===== src/rtl/freq_div_ctrl_if.sv =====
// Config port bundle for the tick scheduler: host-side word plus accept/reject status.
// Latency: n/a (signal container only).
// Backpressure: CfgReady low holds the word at the master until the slave can take it.
interface freq_div_ctrl_if #(
  parameter int CNT_W   = 21,
  parameter int BURST_W = 16
);
  logic               CfgValid;
  logic               CfgReady;
  logic [CNT_W-1:0]   CfgDiv;
  logic [BURST_W-1:0] CfgBurst;
  logic               CfgErr;

  modport master (
    output CfgValid,
    output CfgDiv,
    output CfgBurst,
    input  CfgReady,
    input  CfgErr
  );

  modport slave (
    input  CfgValid,
    input  CfgDiv,
    input  CfgBurst,
    output CfgReady,
    output CfgErr
  );
endinterface


===== src/rtl/freq_div_ctrl.sv =====
// Programmable tick scheduler: divides Clk by a loaded ratio, bounded or free-running bursts.
// Latency: first Tick registered DivReg edges after the Start edge; Tick/Done/CfgErr are registered pulses.
// Backpressure: CfgReady drops while running; a config word offered in RUN waits until the run ends.
module freq_div_ctrl #(
  parameter int CNT_W   = 21,
  parameter int BURST_W = 16
) (
  input  logic               Clk,
  input  logic               Rst,
  freq_div_ctrl_if.slave     cfg,
  input  logic               Start,
  input  logic               Stop,
  output logic               Tick,
  output logic               Done,
  output logic               Busy,
  output logic [BURST_W-1:0] TickCnt
);

  typedef enum logic [1:0] {
    IDLE   = 2'd0,
    LOADED = 2'd1,
    RUN    = 2'd2
  } state_t;

  localparam logic [CNT_W-1:0]   DIV_ONE   = 1;
  localparam logic [BURST_W-1:0] BURST_ONE = 1;

  state_t             state;
  logic [CNT_W-1:0]   div_reg;
  logic [CNT_W-1:0]   counter;
  logic [BURST_W-1:0] burst_reg;
  logic [BURST_W-1:0] tick_cnt;
  logic               tick_r;
  logic               done_r;
  logic               err_r;
  logic               busy_r;

  logic               cfg_ready;
  logic               cfg_fire;
  logic               div_ok;
  logic               period_end;
  logic [BURST_W-1:0] tick_cnt_nxt;
  logic               last_tick;

  // Ready is a pure decode of state, forced low while reset is held.
  assign cfg_ready    = Rst & (state != RUN);
  assign cfg_fire     = cfg.CfgValid & cfg_ready;
  assign div_ok       = (cfg.CfgDiv != '0);

  // Full-width compare; div_reg is never zero once RUN is reachable.
  assign period_end   = (counter == (div_reg - DIV_ONE));
  assign tick_cnt_nxt = tick_cnt + BURST_ONE;
  // Terminal edge of a bounded burst: outranks Stop so the last Tick/Done still go out.
  assign last_tick    = period_end && (burst_reg != '0) && (tick_cnt_nxt == burst_reg);

  // Control FSM with registered Tick/Done/CfgErr pulses and Busy.
  always_ff @(posedge Clk or negedge Rst) begin
    if (!Rst) begin
      state     <= IDLE;
      div_reg   <= '0;
      burst_reg <= '0;
      counter   <= '0;
      tick_cnt  <= '0;
      tick_r    <= 1'b0;
      done_r    <= 1'b0;
      err_r     <= 1'b0;
      busy_r    <= 1'b0;
    end else begin
      tick_r <= 1'b0;
      done_r <= 1'b0;
      err_r  <= 1'b0;
      case (state)
        IDLE, LOADED: begin
          if (cfg_fire) begin
            // A handshake on this edge swallows any Start.
            if (div_ok) begin
              div_reg   <= cfg.CfgDiv;
              burst_reg <= cfg.CfgBurst;
              state     <= LOADED;
            end else begin
              err_r <= 1'b1;
            end
          end else if ((state == LOADED) && Start && !Stop) begin
            state    <= RUN;
            busy_r   <= 1'b1;
            counter  <= '0;
            tick_cnt <= '0;
          end
        end
        RUN: begin
          if (last_tick) begin
            counter  <= '0;
            tick_r   <= 1'b1;
            done_r   <= 1'b1;
            tick_cnt <= tick_cnt_nxt;
            state    <= LOADED;
            busy_r   <= 1'b0;
          end else if (Stop) begin
            counter <= '0;
            state   <= LOADED;
            busy_r  <= 1'b0;
          end else if (period_end) begin
            counter  <= '0;
            tick_r   <= 1'b1;
            tick_cnt <= tick_cnt_nxt;
          end else begin
            counter <= counter + DIV_ONE;
          end
        end
        default: begin
          state  <= IDLE;
          busy_r <= 1'b0;
        end
      endcase
    end
  end

  assign cfg.CfgReady = cfg_ready;
  assign cfg.CfgErr   = err_r;
  assign Tick         = tick_r;
  assign Done         = done_r;
  assign Busy         = busy_r;
  assign TickCnt      = tick_cnt;

endmodule


===== src/flat_wrapper.sv =====
// flat-port wrapper written by rule: the top's interface ports become plain ports
module freq_div_ctrl_flat 
#(
  parameter int CNT_W   = 21,
  parameter int BURST_W = 16
)
  (Clk, Rst, Start, Stop, Tick, Done, Busy, TickCnt, cfg_CfgValid, cfg_CfgDiv, cfg_CfgBurst, cfg_CfgReady, cfg_CfgErr);
  freq_div_ctrl_if #(.CNT_W(CNT_W), .BURST_W(BURST_W)) cfg_i ();
  input  logic Clk;
  input  logic Rst;
  input  logic Start;
  input  logic Stop;
  output logic Tick;
  output logic Done;
  output logic Busy;
  output logic [BURST_W-1:0] TickCnt;
  input wire logic [$bits(cfg_i.CfgValid)-1:0] cfg_CfgValid;
  input wire logic [$bits(cfg_i.CfgDiv)-1:0] cfg_CfgDiv;
  input wire logic [$bits(cfg_i.CfgBurst)-1:0] cfg_CfgBurst;
  output wire logic [$bits(cfg_i.CfgReady)-1:0] cfg_CfgReady;
  output wire logic [$bits(cfg_i.CfgErr)-1:0] cfg_CfgErr;
  assign cfg_i.CfgValid = cfg_CfgValid;
  assign cfg_i.CfgDiv = cfg_CfgDiv;
  assign cfg_i.CfgBurst = cfg_CfgBurst;
  assign cfg_CfgReady = cfg_i.CfgReady;
  assign cfg_CfgErr = cfg_i.CfgErr;
  freq_div_ctrl #(.CNT_W(CNT_W), .BURST_W(BURST_W)) u_core (.Clk(Clk), .Rst(Rst), .cfg(cfg_i), .Start(Start), .Stop(Stop), .Tick(Tick), .Done(Done), .Busy(Busy), .TickCnt(TickCnt));
endmodule

===== config.mk =====
export PLATFORM = sky130hd
export DESIGN_NAME = freq_div_ctrl_flat
export DESIGN_NICKNAME = d
export VERILOG_FILES = /design/src/rtl/freq_div_ctrl_if.sv /design/src/rtl/freq_div_ctrl.sv /design/src/flat_wrapper.sv
export SDC_FILE = /design/constraint.sdc
export NUM_CORES = 1
export LEC_CHECK = 0
export BUFFER_PORTS_ARGS = -buffer_cell sky130_fd_sc_hd__buf_2
export CAP_MARGIN = 20
export CORE_MARGIN = 3
export CORE_UTILIZATION = 50
export CTS_BUF_LIST = sky130_fd_sc_hd__clkbuf_8
export CTS_CLUSTER_SIZE = 24
export DETAILED_ROUTE_END_ITERATION = 8
export GPL_TIMING_DRIVEN = 1
export MAX_ROUTING_LAYER = met4
export PLACE_DENSITY_LB_ADDON = 0.12
export SLEW_MARGIN = 15
export SYNTH_ARGS = -nofsm -noshare
export SYNTH_HDL_FRONTEND = slang
export SYNTH_SLANG_ARGS = --single-unit

===== constraint.sdc =====
create_clock -name Clk -period 3.8 [get_ports Clk]
set_input_delay 0.38 -clock Clk [delete_from_list [all_inputs] [get_ports Clk]]
set_output_delay 0.38 -clock Clk [all_outputs]
set_load 0.01 [all_outputs]

==> metrics.csv <==
stage;metric;value;unit
worst_setup_path;cp_slowest_cell;or4_1;
sta;finClkSkew;0.00815;ns
global_route;antenna_found_initial;0;
sta;period_minus_slack;3.60;ns
logic_synthesis;syn_nets;628;
logic_synthesis;synth_cells;583;
hold_path;hold_class;input pin to asynchronous set/reset pin;
cts;root_buffer;clkbuf_8;
logic_synthesis;ys_ff_latch;80;
floorplan;core_area;10000;sq um
floorplan;fp.dieW;109;microns
final_layout;layout.area.seq;2000;sq um
global_route;grt_max_degree;82;
floorplan;start_util;0.528;
route;num_vias;4653;
pwr;p_switching;0.000943;W
logic_synthesis;synth_cell_type_count;58;
logic_synthesis;synthTopCellsByArea;dfrtp_1 (38%), mux2_2 (7.9%), nand4_1 (4.4%), xor2_1 (3.8%), nand2_1 (3.5%);
floorplan;io_pins;63;
pwr;pwr_density_cell;440;nW/um^2
sta;hold_viol;0;
logic_synthesis;synth_warnings;0;
floorplan;row_count;36;
final_layout;finalNonFillerCells;765;
worst_setup_path;endpoint_kind;flop;
sta;drv_slew;0;
logic_synthesis;avgSynthCellArea;9.10;sq um
worst_setup_path;crit_arrival;3.86;ns
sta;finalSetupTns;0;ns
floorplan;dieArea;11900;sq um
logic_synthesis;ys.flop_type;dfrtp_1;
final_layout;synthToLayoutAreaGrowth;10.9;%
pwr;power_frac_seq;0.486;
pwr;intPower;0.00165;W
sta;period_share;0.948;
sta;max_freq;0.277;GHz
place;place.gp.congestion;0.869;
cts;clkLatencyLatePin;0.36;ns
pwr;clockPowerShare;0.230;
logic_synthesis;synth_top_cell_area_share;0.378;
route;route.detailed.drc;0;
final_layout;nNetsFinal;672;
final_layout;n_fill_cell;934;
cts;ctsHoldBuffers;0;
pwr;p_leak;2.45;nW
cts;clockBufferDepth;2;
worst_setup_path;cpMostUsedCell;or4_1;
final_layout;diodes;0;
sta;relSlewSlack;0.468;
worst_setup_path;cp_max_fo;15;
sta;hold_ws;0.0956;ns
worst_setup_path;critPathMaxStageDelay;0.57;ns
place;dp_hpwl;9740;microns
final_layout;final_util;0.586;
cts;cts_tree;done;
route;post_drt_wl_per_cell;17.5;microns
route;first_pass_iters;4;
route;via_per_inst;6.08;
sta;final-setup-viol-count;0;
place;portBuffers;62;
route;drtAntennaViolNets;0;
logic_synthesis;synth_area;5300;sq um
floorplan;die_h;109;microns
final_layout;drive_gt1_frac;0.223;
logic_synthesis;synth_top_area_cell;dfrtp_1;
job;maxCapViolations;0;
worst_setup_path;worstSetupStartpointType;flop;
logic_synthesis;ys_seq_area_frac;0.378;
cts;cts_setup_buffers;0;
logic_synthesis;synth_edf_count;0;
place;numPlacedInstances;748;
global_route;grt_pass1_vias;4370;
pwr;power_frac_comb;0.285;
sta;rsz0062_at_grt;false;
cts;htree_levels;3;
logic_synthesis;synth.most_common_cell;dfrtp_1;
sta;worst_pin_slew;0.798;ns
sta;worst_slack;0.196;ns
final_layout;multi_input_area;3070;sq um
pwr;max-vdd-ir-drop;0.294;mV
worst_setup_path;crit_path_cell_trace;inv_1 -> ha_1 -> or3b_4 -> o31ai_1 -> nor4b_2 -> nand4_1 -> or4_1 -> or4_1 -> o21a_4 -> mux2_4;
run_status;status;finished clean;
route;drtIter0Drc;246;
route;wirelength;13400;microns
worst_setup_path;worstSetupPathType;flop to flop;
global_route;grt_first_pass_wirelength;21500;microns
global_route;track_usage;0.240;
pwr;switching_share;0.364;
worst_setup_path;critPathRequiredTime;4.05;ns
global_route;gr-total-overflow;0;
cts;cts_inserted_buffers;9;
cts;cts.sinks;80;
logic_synthesis;ys_top_cells_by_count;dfrtp_1 (80), nand2_1 (49), mux2_2 (37), nand4_1 (37), clkbuf_1 (27);
logic_synthesis;async_reset_ff_frac;1.00;
cts;cts.clk_slew.worst_paths;0.08;ns
place;pre_cts_slack;0.220;ns
## power by group through the flow
stage	logic [W]	registers, W	clock network [W]
final	0.000737	0.00126	0.000595
after detailed placement	0.000734	0.00127	0
after CTS	0.000737	0.00125	0.000619
after floorplan	0.000611	0.00116	0
after global routing	0.000821	0.00129	0.000657
after global placement	0.000716	0.00126	0
## layout by cell type, fill, tap and decap left out, drive strengths merged, types with 18 or more instances in the layout
master	instances
a211oi	18
buf	71
dfrtp	80
inv	18
mux2	38
nand2	49
nand3	24
nand4	37
nor2	26
nor4	20
o21ai	19
xnor2	21
xor2	23
## final cells by class
cell class	instances	share of cell area
clock buffers	12	0.0281
repair buffers	71	0.0668
clock inverters	4	0.00319
well taps	133	0.0283
inverters	17	0.0108
flip-flops and latches	80	0.341
multi-input cells	448	0.522
## kinds of logic after synthesis
kind of cell / after synthesis / synth area share
buffers and inverters: 55 / 0.0437
muxes: 44 / 0.0927
DFF: 80 / 0.378
and+or+nand+nor: 250 / 0.267
AOI/OAI and AO/OA: 107 / 0.139
adders and majority gates: 3 / 0.00708
xor gates and xnor gates: 44 / 0.0727
## worst max-delay path: cells and delay by family, from the launching register on
family / cells / cell delay (ns)
and+or+nand+nor: 5 / 1.87
AOI/OAI and AO/OA: 2 / 0.55
DFF: 1 / 0.46
muxes: 1 / 0.31
adders and majority gates: 1 / 0.23
buffers and inverters: 1 / 0.07
## layer usage
metal	part of all wire	up-vias	global-route usage
met5	0	-	-
met3	0.046	18	0.0598
met4	0.023	0	0.0803
met2	0.50	112	0.406
met1	0.43	2257	0.279
li1	-	2266	-
## per-stage QoR
step	area [sq um]	total power [W]
3_5_place_dp	5670	0.00200
5_1_grt	5880	0.00277
4_1_cts	5860	0.00261
3_3_place_gp	5670	0.00198
6_report	5880	0.00259
2_1_floorplan	5300	0.00177
## path summary, 6_finish.rpt
check	to	slack, ns	cells after the start	startpoint
max	u_core.TickCnt[0]	0.20	10	u_core.div_reg[0]
min	u_core.cfg.CfgErr	0.1	2	Rst
max reg2reg	u_core.TickCnt[0]	0.20	10	u_core.div_reg[0]
min reg2reg	u_core.cfg.CfgErr	0.55	1	u_core.state[1]
max in group asynchronous	u_core.burst_reg[8]	3.09	3	Rst
min in group Clk	u_core.burst_reg[12]	0.24	2	cfg_CfgBurst[12]
## repair_timing
item,in CTS,in global routing
hold endpoints to repair,0,0
setup endpoints to repair,0,2
gates resized for setup,0,2
No activity file was read; power rests on OpenSTA's default activity.
